$ cat src/rtl/mips_ctrl_pkg.sv
// Shared encodings for the multi-cycle MIPS main control unit.
// MAIN_CTRL_ADDI_EN adds the addi states and makes opcode 001000 legal.
package mips_ctrl_pkg;

    localparam logic [5:0] OP_RTYPE = 6'b000000;
    localparam logic [5:0] OP_LW    = 6'b100011;
    localparam logic [5:0] OP_SW    = 6'b101011;
    localparam logic [5:0] OP_BEQ   = 6'b000100;
    localparam logic [5:0] OP_J     = 6'b000010;
    localparam logic [5:0] OP_ADDI  = 6'b001000;

    localparam logic [1:0] ALUOP_ADD   = 2'b00;
    localparam logic [1:0] ALUOP_SUB   = 2'b01;
    localparam logic [1:0] ALUOP_FUNCT = 2'b10;

    localparam logic [1:0] ALUB_REG     = 2'b00;
    localparam logic [1:0] ALUB_FOUR    = 2'b01;
    localparam logic [1:0] ALUB_IMM     = 2'b10;
    localparam logic [1:0] ALUB_IMM_SH2 = 2'b11;

    localparam logic [1:0] PCSRC_ALU    = 2'b00;
    localparam logic [1:0] PCSRC_ALUOUT = 2'b01;
    localparam logic [1:0] PCSRC_JUMP   = 2'b10;

    typedef enum logic [3:0] {
        ST_RESET     = 4'd0,
        ST_FETCH     = 4'd1,
        ST_DECODE    = 4'd2,
        ST_MEM_ADDR  = 4'd3,
        ST_MEM_READ  = 4'd4,
        ST_MEM_WB    = 4'd5,
        ST_MEM_WRITE = 4'd6,
        ST_EXEC      = 4'd7,
        ST_R_WB      = 4'd8,
        ST_BRANCH    = 4'd9,
        ST_JUMP      = 4'd10
`ifdef MAIN_CTRL_ADDI_EN
        ,
        ST_ADDI_EXEC = 4'd11,
        ST_ADDI_WB   = 4'd12
`endif
    } main_state_e;

    function automatic logic op_is_legal(input logic [5:0] op);
        case (op)
            OP_RTYPE, OP_LW, OP_SW, OP_BEQ, OP_J: return 1'b1;
`ifdef MAIN_CTRL_ADDI_EN
            OP_ADDI: return 1'b1;
`endif
            default: return 1'b0;
        endcase
    endfunction

endpackage

$ cat src/rtl/main_ctrl_outdec.sv
// Combinational output decode for the main control FSM: state (plus
// mem_ready in FETCH/MEM_WRITE and opcode in DECODE) to datapath controls.
module main_ctrl_outdec
    import mips_ctrl_pkg::*;
(
    input  main_state_e state,
    input  logic        mem_ready,
    input  logic [5:0]  opcode,
    output logic        pc_write,
    output logic        pc_write_cond,
    output logic        i_or_d,
    output logic        mem_read,
    output logic        mem_write,
    output logic        ir_write,
    output logic        mem_to_reg,
    output logic        reg_dst,
    output logic        reg_write,
    output logic        alu_src_a,
    output logic [1:0]  alu_src_b,
    output logic [1:0]  Alu_op,
    output logic [1:0]  pc_source,
    output logic        illegal_op,
    output logic        instr_done
);

    always_comb begin
        pc_write      = 1'b0;
        pc_write_cond = 1'b0;
        i_or_d        = 1'b0;
        mem_read      = 1'b0;
        mem_write     = 1'b0;
        ir_write      = 1'b0;
        mem_to_reg    = 1'b0;
        reg_dst       = 1'b0;
        reg_write     = 1'b0;
        alu_src_a     = 1'b0;
        alu_src_b     = ALUB_REG;
        Alu_op        = ALUOP_ADD;
        pc_source     = PCSRC_ALU;
        illegal_op    = 1'b0;
        instr_done    = 1'b0;

        case (state)
            ST_FETCH: begin
                // PC+4 and IR load only commit on the cycle memory delivers
                mem_read  = 1'b1;
                alu_src_b = ALUB_FOUR;
                ir_write  = mem_ready;
                pc_write  = mem_ready;
            end
            ST_DECODE: begin
                alu_src_b  = ALUB_IMM_SH2;
                illegal_op = !op_is_legal(opcode);
                instr_done = !op_is_legal(opcode);
            end
            ST_MEM_ADDR: begin
                alu_src_a = 1'b1;
                alu_src_b = ALUB_IMM;
            end
            ST_MEM_READ: begin
                mem_read = 1'b1;
                i_or_d   = 1'b1;
            end
            ST_MEM_WB: begin
                mem_to_reg = 1'b1;
                reg_write  = 1'b1;
                instr_done = 1'b1;
            end
            ST_MEM_WRITE: begin
                mem_write  = 1'b1;
                i_or_d     = 1'b1;
                instr_done = mem_ready;
            end
            ST_EXEC: begin
                alu_src_a = 1'b1;
                Alu_op    = ALUOP_FUNCT;
            end
            ST_R_WB: begin
                reg_dst    = 1'b1;
                reg_write  = 1'b1;
                instr_done = 1'b1;
            end
            ST_BRANCH: begin
                alu_src_a     = 1'b1;
                Alu_op        = ALUOP_SUB;
                pc_write_cond = 1'b1;
                pc_source     = PCSRC_ALUOUT;
                instr_done    = 1'b1;
            end
            ST_JUMP: begin
                pc_write   = 1'b1;
                pc_source  = PCSRC_JUMP;
                instr_done = 1'b1;
            end
`ifdef MAIN_CTRL_ADDI_EN
            ST_ADDI_EXEC: begin
                alu_src_a = 1'b1;
                alu_src_b = ALUB_IMM;
            end
            ST_ADDI_WB: begin
                reg_write  = 1'b1;
                instr_done = 1'b1;
            end
`endif
            default: ;
        endcase
    end

endmodule

$ cat src/rtl/main_ctrl_fsm.sv
// Multi-cycle MIPS main control: state register and next-state logic.
// Define MAIN_CTRL_ADDI_EN to add the addi execute/write-back path.
module main_ctrl_fsm
    import mips_ctrl_pkg::*;
(
    input  logic       clk,
    input  logic       rst_n,
    input  logic [5:0] opcode,
    input  logic       mem_ready,
    output logic       pc_write,
    output logic       pc_write_cond,
    output logic       i_or_d,
    output logic       mem_read,
    output logic       mem_write,
    output logic       ir_write,
    output logic       mem_to_reg,
    output logic       reg_dst,
    output logic       reg_write,
    output logic       alu_src_a,
    output logic [1:0] alu_src_b,
    output logic [1:0] Alu_op,
    output logic [1:0] pc_source,
    output logic       illegal_op,
    output logic       instr_done
);

    main_state_e state;
    main_state_e state_next;
    // opcode is only valid in DECODE, so lw/sw is remembered for MEM_ADDR
    logic        is_store;

    always_ff @(posedge clk or negedge rst_n) begin
        if (!rst_n) begin
            state    <= ST_RESET;
            is_store <= 1'b0;
        end else begin
            state <= state_next;
            if (state == ST_DECODE) begin
                is_store <= (opcode == OP_SW);
            end
        end
    end

    // Memory handshake: mem_read/mem_write request an access; mem_ready high
    // in the same cycle completes it, otherwise the memory state holds.
    always_comb begin
        state_next = state;
        case (state)
            ST_RESET:     state_next = ST_FETCH;
            ST_FETCH:     state_next = mem_ready ? ST_DECODE : ST_FETCH;
            ST_DECODE: begin
                case (opcode)
                    OP_RTYPE:     state_next = ST_EXEC;
                    OP_LW, OP_SW: state_next = ST_MEM_ADDR;
                    OP_BEQ:       state_next = ST_BRANCH;
                    OP_J:         state_next = ST_JUMP;
`ifdef MAIN_CTRL_ADDI_EN
                    OP_ADDI:      state_next = ST_ADDI_EXEC;
`endif
                    default:      state_next = ST_FETCH;
                endcase
            end
            ST_MEM_ADDR:  state_next = is_store ? ST_MEM_WRITE : ST_MEM_READ;
            ST_MEM_READ:  state_next = mem_ready ? ST_MEM_WB : ST_MEM_READ;
            ST_MEM_WB:    state_next = ST_FETCH;
            ST_MEM_WRITE: state_next = mem_ready ? ST_FETCH : ST_MEM_WRITE;
            ST_EXEC:      state_next = ST_R_WB;
            ST_R_WB:      state_next = ST_FETCH;
            ST_BRANCH:    state_next = ST_FETCH;
            ST_JUMP:      state_next = ST_FETCH;
`ifdef MAIN_CTRL_ADDI_EN
            ST_ADDI_EXEC: state_next = ST_ADDI_WB;
            ST_ADDI_WB:   state_next = ST_FETCH;
`endif
            default:      state_next = ST_FETCH;
        endcase
    end

    main_ctrl_outdec u_outdec (
        .state         (state),
        .mem_ready     (mem_ready),
        .opcode        (opcode),
        .pc_write      (pc_write),
        .pc_write_cond (pc_write_cond),
        .i_or_d        (i_or_d),
        .mem_read      (mem_read),
        .mem_write     (mem_write),
        .ir_write      (ir_write),
        .mem_to_reg    (mem_to_reg),
        .reg_dst       (reg_dst),
        .reg_write     (reg_write),
        .alu_src_a     (alu_src_a),
        .alu_src_b     (alu_src_b),
        .Alu_op        (Alu_op),
        .pc_source     (pc_source),
        .illegal_op    (illegal_op),
        .instr_done    (instr_done)
    );

endmodule

$ cat config.mk
export PLATFORM = sky130hd
export DESIGN_NAME = main_ctrl_fsm
export DESIGN_NICKNAME = d
export VERILOG_FILES = /design/src/rtl/mips_ctrl_pkg.sv /design/src/rtl/main_ctrl_outdec.sv /design/src/rtl/main_ctrl_fsm.sv
export SDC_FILE = /design/constraint.sdc
export NUM_CORES = 1
export LEC_CHECK = 0
export CORE_MARGIN = 1
export CORE_UTILIZATION = 30
export CTS_CLUSTER_DIAMETER = 200
export DETAILED_ROUTE_END_ITERATION = 8
export PLACE_DENSITY = 0.71
export SLEW_MARGIN = 20
export SYNTH_ARGS = -nofsm -noshare
export SYNTH_HDL_FRONTEND = slang
export SYNTH_SLANG_ARGS = --single-unit
$ cat constraint.sdc
create_clock -name clk -period 1.5 [get_ports clk]
set_input_delay 0.15 -clock clk [delete_from_list [all_inputs] [get_ports clk]]
set_output_delay 0.15 -clock clk [all_outputs]
set_load 0.005 [all_outputs]
Word-level counts from Yosys, hierarchy flattened. Cells that the tools add are included.

Register bits after elaboration: 5. Output and inout port bits: 18. Word-level logic and storage cells: 48.

Eq/ne operators: 14. Multiplexer cells: 23. Reduce and logical (&&, ||, !) cells: 9.

Operators with widths (number): 4-bit case mux with 6 select lines (1); 4-bit by 3-bit equality test with 1-bit output (second input constant) (4); 4-bit case mux with 4 select lines (1); 1-bit two-way mux (13); 4-bit equality test (second input constant) (3); 6-bit equality test (second input constant) (2); 4-bit by 2-bit equality test with 1-bit output (second input constant) (2); 2-bit case mux with 2 select lines (2); 2-bit OR reduction (4); 6-bit by 2-bit equality test with 1-bit output (second input constant) (1); 6-bit by 3-bit equality test with 1-bit output (second input constant) (1); 6-bit zero test (1); 2-bit case mux with 3 select lines (1); 5-bit OR reduction (1); 4-bit by 1-bit equality test with 1-bit output (second input constant) (1); 2-bit two-way mux (2); 4-bit OR reduction (1); 3-bit two-way mux (1); 1-bit case mux with 3 select lines (1); 3-bit OR reduction (1); 1-bit case mux with 2 select lines (1); 1-bit zero test (1).

Depth between registers and ports, before layout. Gate-level depths: netlist of run 1.

Depth in word-level cells: 6. Gate-level depth with buffers: 4. Gate-level depth less buffers: 3.

Modules after synthesis. Synthesis of run 1 repeated with hierarchy kept, for this count alone.

Cells, all modules: 75. Area, all modules: 589.3 um^2.

By module, submodules not included: main_ctrl_fsm (times used 1, cells an instance 34, area each 324.1 um^2, seq. area each 125.1 um^2); main_ctrl_outdec (times used 1, cells an instance 41, area each 265.3 um^2, seq. area each 0.0 um^2).

Worst setup path before layout of run 1. OpenSTA, ideal clock, no wires.

Path type: reg-to-output. From: register state[2]. To: output reg_write. Data arrival time: 1128 ps. Path slack: 222 ps. Stages on the path, launching flop included: 5. Path buffers: 1. Cell sequence: dfrtp_1 > buf_4 > nand2b_1 > mux2_2 > nor2_1.

Cells in the longest elaborated chain, start to end: 3. Elaborated cells on any way between the ends: 4. Classes of those cells: eq/ne (2); mux (1); reduce/logical (1).

RTL lines: from (decl) (RTL line main_ctrl_fsm.sv:27) `main_state_e state;`; from (signal assigned) (RTL line main_ctrl_fsm.sv:37) `state <= state_next;`; 4-bit by 3-bit equality test with 1-bit output or 4-bit equality test (tied branches) (RTL line main_ctrl_outdec.sv:43) `case (state)`; 2-bit OR reduction (no line) *; 1-bit two-way mux * (RTL line main_ctrl_outdec.sv:43); to (decl) (RTL line main_ctrl_fsm.sv:18) `output logic reg_write,`.

Every way passes the cells marked *; elsewhere a longest branch is shown, timed or not.

Worst setup path after layout of run 1.
From: register state[0]. To: output instr_done.

Cells in the longest elaborated chain, start to end: 3. Elaborated cells on any way between the ends: 8. Classes of those cells: eq/ne (6); mux (1); reduce/logical (1).

RTL lines: 4-bit by 3-bit equality test with 1-bit output or 4-bit equality test (tied branches) (RTL line main_ctrl_outdec.sv:43); 4-bit OR reduction (no line); 1-bit case mux with 3 select lines * (RTL line main_ctrl_outdec.sv:43); to (decl) (RTL line main_ctrl_fsm.sv:24) `output logic instr_done`.

Marked as above.

==> out/metrics.yaml, run 1 <==
critical_path:
  worst_ep_required_time_ns: 1.35
  criticalPathCategory: "flip-flop to output pin"
  cp.arrival_ns: 1.57
  critPathCaptureType: "output pin"
  start_kind: "flip-flop"
  cp_max_fo: 2
yosys:
  synth_cells: 68
  synth-xor-area-share_pct: 3.28
  async_flop_share_pct: 100
  syn-num-nets: 77
  ys.flop_type: "dfrtp_1"
  synth_adder_area_share_pct: 0
  synth-compound-area-share_pct: 16.4
  synth-seq-cells: 5
  synth_top_family_by_area: "simple AND/OR/NAND/NOR gates"
  synth_area_sq_um: 534
  synth_warnings: 0
  ys_seq_area_share_pct: 23.4
  muxShareOfSynthArea_pct: 5.85
  synth-edff-count: 0
  synth-simple-area-share_pct: 41.0
  avgSynthCellArea_sq_um: 7.86
  ys_types: 33
detailed_routing:
  wl_microns: 2300
  ant_nets: 0
  vias_per_cell: 5.05
  drc: 3
  first_pass_iters: 6
  drt_iter0_drc: 16
  vias: 778
  routedWlPerCell_microns: 15.0
finish:
  multiInputGateArea_sq_um: 490
  final_common_cell: "buf_4"
  diodes: 0
  seqCellArea_sq_um: 128
  nFillCells: 96
  area_delta_synth_final_pct: 137
  fin_nets: 148
  final_area_sq_mm: 0.00127
  layout-drive-gt1-share_pct: 68.1
  layout_common_cells: "buf_4, buf_6, buf_2"
timing:
  hold_viol_final: 0
  drv_slew: 0
  period_share_pct: 115
  rsz0062_at_grt: "true"
  slew_headroom_pct: 80.6
  worst_clock_skew_ns: 0.000803
  layout_setup_ws_ns: -0.223
  fmax_mhz: 580
  worst_pin_slew_ns: 0.290
  setup_viol: 16
  min_period_ns: 1.72
clocking:
  h-tree-depth: 1
  cts_tree: "done"
  ctsHoldBuffers: 0
  cts_buffers: 3
  clock_sinks: 5
  clockBufferDepth: 2
  clk_pin_slew_ns: 0.05
  cts_root_buffer: "clkbuf_4"
  insertion_delay_ns: 0.25
job:
  max_cap_viol_count: 0
place:
  placedInstanceArea_sq_um: 975
  gp_congestion: 0.756
  io_buffers: 26
  dp_hpwl_microns: 1270
  pre_cts_ws_ns: -0.497
power:
  p_switching_mw: 0.915
  p_int_mw: 1.33
  seq_power_share_pct: 11.3
  switching_share_pct: 40.7
  p_per_area_mw_per_mm2: 1770
  power.leakage_nw: 0.609
  ir_drop_uv: 1010
  power.share.clock_pct: 7.4
  pwr-share-comb_pct: 81.4
global_route:
  track_usage_pct: 22.5
  grt_pass1_wl_microns: 3220
  grt_overflow_total: 0
  grt_pass1_vias: 711
  antenna_found_initial: 0
  grt_max_degree: 12
floorplanning:
  fp.coreArea_sq_mm: 0.00158
  die_x_microns: 44.2
  rows: 14
  start_util_pct: 33.9
  io_pins: 27
  dieArea_sq_mm: 0.00195
  fp.dieH_microns: 44.2
run_status:
  violations: "design-rule violations, negative setup slack"
  status: "finished, violations left"
worst_hold_path:
  hp-class: "input pin to asynchronous set/reset pin"
[cells in the mapped netlist, types with 2 or more instances]
library cell  instances  area [sq um]
o2bb2ai_1             2          17.5
inv_1                 2          7.51
nand4_1               2          12.5
nand2b_1              7          43.8
nor3_1                5          25.0
o21ai_0               2          10.0
nor4b_2               2          30.0
buf_4                 5          37.5
mux2i_1               2          20.0
nand3_1               2          10.0
nor2_1                9          33.8
nand2_1               3          11.3
dfrtp_1               5           125
[flip-flops by register name (all words and copies together) (netlist names)]
| signal | cells |
|---|---|
| state | 4 |
| is_store | 1 |
[cell families (layout without fill, tap and decap cells)]
family / after synthesis / count (layout)
AO/OA/AOI/OAI: 12 / 12
multiplexers: 3 / 3
buffers and inverters: 9 / 79
flip-flops: 5 / 5
XOR/XNOR: 2 / 2
AND/OR/NAND/NOR: 37 / 37
[stage by stage]
stage | std cells | power, mW | utilization, % | hold slack [ns] | setup TNS (ns)
floorplan | 68 | 0.792 | - | -0.146 | 0
global placement | 131 | 1.42 | 61.8 | 0.377 | -2.60
detailed placement | 131 | 1.44 | 61.8 | 0.382 | -2.99
CTS | 146 | 1.87 | 73.3 | 0.119 | -0.885
global route | 154 | 2.38 | 80.5 | 0.126 | -1.85
finish | 154 | 2.25 | 80.5 | 0.120 | -1.06
[critical path: stages, from the launching register on]
cell       delay (ns)
dfrtp_1          0.40
buf_6            0.13
nor4b_4          0.32
o21ai_2          0.10
buf_4            0.14
o2bb2ai_2        0.10
buf_2            0.12
[path summary, 6_finish.rpt]
path | depth (start not counted) | slack [ns] | startpoint | to
max reg2reg | 6 | 0.02 | state[2]$_DFF_PN0_ | state[0]$_DFF_PN0_
min reg2reg | 2 | 0.56 | is_store$_DFFE_PN0P_ | is_store$_DFFE_PN0P_
max in group asynchronous | 1 | 1.17 | rst_n | state[3]$_DFF_PN0_
min in group clk | 3 | 0.42 | opcode[4] | state[3]$_DFF_PN0_
min | 1 | 0.12 | rst_n | state[0]$_DFF_PN0_
max | 6 | -0.22 | state[0]$_DFF_PN0_ | instr_done
[routing by layer]
layer / vias up / share of wire, % / global-route usage (%)
met5: - / 0 / 0
met4: 0 / 0.91 / 6.67
met3: 2 / 3.9 / 4.90
met2: 21 / 54 / 40.6
met1: 372 / 41 / 26.4
li1: 383 / - / -
[power groups by stage]
stage | Clock [mW] | Combinational, mW | Sequential [mW]
6_report | 0.165 | 1.83 | 0.253
3_5_place_dp | 0 | 1.20 | 0.243
2_1_floorplan | 0 | 0.562 | 0.230
5_1_grt | 0.182 | 1.94 | 0.260
3_3_place_gp | 0 | 1.18 | 0.241
4_1_cts | 0.168 | 1.45 | 0.252
[repair_timing]
| action | 4_1_cts | 5_1_grt |
|---|---|---|
| endpoints found under the setup margin | 18 | 21 |
| resized for setup | 84 | 32 |
| buffers inserted | 11 | 9 |
| pin swaps | 11 | 8 |
[area by class of cell]
| type | count | share of cell area, % |
|---|---|---|
| Tap cell | 16 | 1.58 |
| Sequential cell | 5 | 10.1 |
| Timing Repair Buffer | 72 | 46.4 |
| Multi-Input combinational cell | 54 | 38.7 |
| Clock buffer | 3 | 1.78 |
| Clock inverter | 1 | 0.394 |
| Inverter | 3 | 1.08 |
Power figures use the tool's default switching activity.
==> run 2: changes to the inputs <==
==> constraint.sdc (replaced) <==
create_clock -name clk -period 1.71 [get_ports clk]
set_input_delay 0.171 -clock clk [delete_from_list [all_inputs] [get_ports clk]]
set_output_delay 0.171 -clock clk [all_outputs]
set_load 0.005 [all_outputs]
==> run 2 against run 1 <==
The run still ends with design-rule violations, negative setup slack left; clock power decreased by 16%; routed wire length is 20% lower; setup slack better by 0.22 ns; largest power group unchanged; final area decreased by 14%; non-clock buffer count decreased by 13; power is 32% lower; via count decreased by 8.9%; final cell count fell by 8.4%; global-route usage decreased by 2.1 points.
==> out/metrics.yaml, run 2 (synthesized netlist as in run 1, its figures left out) <==
global_route:
  grt_pass1_wl_microns: 2840  # -12%
  grt_overflow_total: 0  # unchanged
  gr-usage-met3_pct: 6.53  # +1.6 points
  grtUsageMet1_pct: 21.4  # -5.0 points
  track_usage_pct: 20.4  # -2.1 points
  busiest_layer: "met2"
  antenna_found_initial: 0  # unchanged
  grtUsageMet2_pct: 40.3  # -0.29 points
  grt_max_degree: 13  # +1
  grt_pass1_vias: 636  # -11%
power:
  p_total_mw: 1.53  # -32%
  p_per_area_mw_per_mm2: 1400  # -21%
  power.leakage_nw: 0.569  # -6.5%
  ir_drop_uv: 621  # -39%
finish:
  largest_reg_flops: 4  # unchanged
  final_common_cell: "buf_4"
  diodes: 0  # unchanged
  area_delta_synth_final_pct: 104
  layout-drive-gt1-share_pct: 42.4  # -26 points
  regMostFlops: "state"
  reg.largest.list: "state x4, is_store x1"
  seqCellArea_sq_um: 128  # unchanged
  layout_common_cells: "buf_4, dlygate4sd2_1, nor2_1"
  fin_cells: 141  # -8.4%
  fin_nets: 135  # -8.8%
  nFillCells: 142  # +48%
  multiInputGateArea_sq_um: 405  # -17%
  final_core_util_pct: 69.0  # -12 points
critical_path:
  cp.arrival_ns: 1.54  # -0.03 ns
  cp_max_fo: 4  # +2
  path_buf_inv: 2  # -1
  cp_top_family: "flip-flops"
  start_kind: "flip-flop"
  worstPathCellList: "buf_6 -> nor4b_4 -> o21ai_2 -> o2bb2ai_1 -> buf_2"
  reg2reg_slack_ns: 0.28  # +0.26 ns
  slowest_delay_ns: 0.43  # +0.03 ns
  crit_end: "instr_done"
  criticalPathCategory: "flip-flop to output pin"
  critPathCaptureType: "output pin"
  worst_ep_required_time_ns: 1.54  # +0.19 ns
  cp_num_cells: 5  # -1
  r2r-start: "state[2]$_DFF_PN0_"
  reg2reg_depth: 5  # -1
  slowest_stage: "dfrtp_2"
  reg2reg_to: "state[3]$_DFF_PN0_"
  critPathLaunch: "state[2]$_DFF_PN0_"
job:
  max_cap_viol_count: 0  # unchanged
clocking:
  cts_tree: "done"
  ctsHoldBuffers: 0  # unchanged
  cts_root_buffer: "clkbuf_4"
  clockBufferDepth: 2  # unchanged
  clk_pin_slew_ns: 0.05  # about the same
  h-tree-depth: 1  # unchanged
  clock_sinks: 5  # unchanged
  cts_buffers: 3  # unchanged
  insertion_delay_ns: 0.24  # about the same
timing:
  min_period_ns: 1.72
  period_share_pct: 100
  worst_pin_slew_ns: 0.314  # +0.0235 ns
  setup_viol: 1  # -15
  layout_setup_ws_ns: -0.00518  # +0.218 ns
  drv_slew: 0  # unchanged
  hold_viol_final: 0  # unchanged
  slew_headroom_pct: 79.0  # -1.6 points
  fmax_mhz: 583
  worst_clock_skew_ns: 0.00402  # +0.00322 ns
  rsz0062_at_grt: "true"
detailed_routing:
  vias: 709  # -8.9%
  first_pass_iters: 6  # unchanged
  wl_microns: 1850  # -20%
  routedWlPerCell_microns: 13.1  # -12%
  drt_iter0_drc: 14  # -2
  vias_per_cell: 5.03  # -0.47%
  ant_nets: 0  # unchanged
  drc: 3  # unchanged
place:
  placed_cells: 126  # -3.8%
  dp_hpwl_microns: 1280  # +0.57%
  gp_congestion: 0.775  # +2.5%
  io_buffers: 26  # unchanged
run_status:
  status: "finished, violations left"
  violations: "design-rule violations, negative setup slack"
floorplanning:
  fp.coreArea_sq_mm: 0.00158  # unchanged
  dieArea_sq_mm: 0.00195  # unchanged
  io_pins: 27  # unchanged
  die_x_microns: 44.2  # unchanged
  fp.dieH_microns: 44.2  # unchanged
  start_util_pct: 33.9  # unchanged
  rows: 14  # unchanged
worst_hold_path:
  hp-class: "input pin to asynchronous set/reset pin"
-- run 2: power by group --
| part | switching [mW] | leakage, nW | internal, mW | total [mW] |
|---|---|---|---|---|
| logic | 0.499 | 0.493 | 0.673 | 1.17 |
| registers | 0.0466 | 0.0616 | 0.169 | 0.215 |
| clock network | 0.0498 | 0.0150 | 0.0883 | 0.138 |
| total | 0.595 | 0.569 | 0.930 | 1.53 |
-- run 2: area by class of cell --
cell class	instances	area share, %
Inverter	3	1.04
Tap cell	16	1.84
Multi-Input combinational cell	54	37.3
Sequential cell	5	11.7
Clock buffer	4	2.42
Timing Repair Buffer	59	45.7
-- run 2: through the flow --
step / worst slack, ns / hold WS (ns) / TNS, ns / area (sq um)
finish: -0.00518 / 0.141 / -0.00518 / 1090
global route: -0.0655 / 0.153 / -0.0904 / 1090
CTS: -0.00419 / 0.142 / -0.00419 / 1050
detailed placement: -0.320 / 0.401 / -0.675 / 937
global placement: -0.313 / 0.398 / -0.608 / 937
floorplan: 0.411 / -0.125 / 0 / 534
-- run 2: timing repair --
action / in CTS / in global routing
resized for setup: 40 / 5
endpoints found under the hold margin: 0 / 0
pin swaps: 7 / 4
endpoints found under the setup margin: 18 / 7
buffers inserted: 7 / 4
-- run 2: worst min path at each step --
| stage | startpoint | end | cells after the start |
|---|---|---|---|
| 5_1_grt | rst_n | is_store$_DFFE_PN0P_ | 1 |
| 2_1_floorplan | rst_n | is_store$_DFFE_PN0P_ | 0 |
| 3_5_place_dp | rst_n | state[2]$_DFF_PN0_ | 1 |
| 4_1_cts | rst_n | state[2]$_DFF_PN0_ | 1 |
| 3_3_place_gp | rst_n | state[3]$_DFF_PN0_ | 1 |
| 6_report | rst_n | state[2]$_DFF_PN0_ | 1 |
-- run 2: metal layers --
layer | routed length [microns] | vias up
li1 | - | 363
met3 | 105 | 0
met2 | 1000 | 22
met5 | 0 | -
met1 | 742 | 324
met4 | 0 | 0
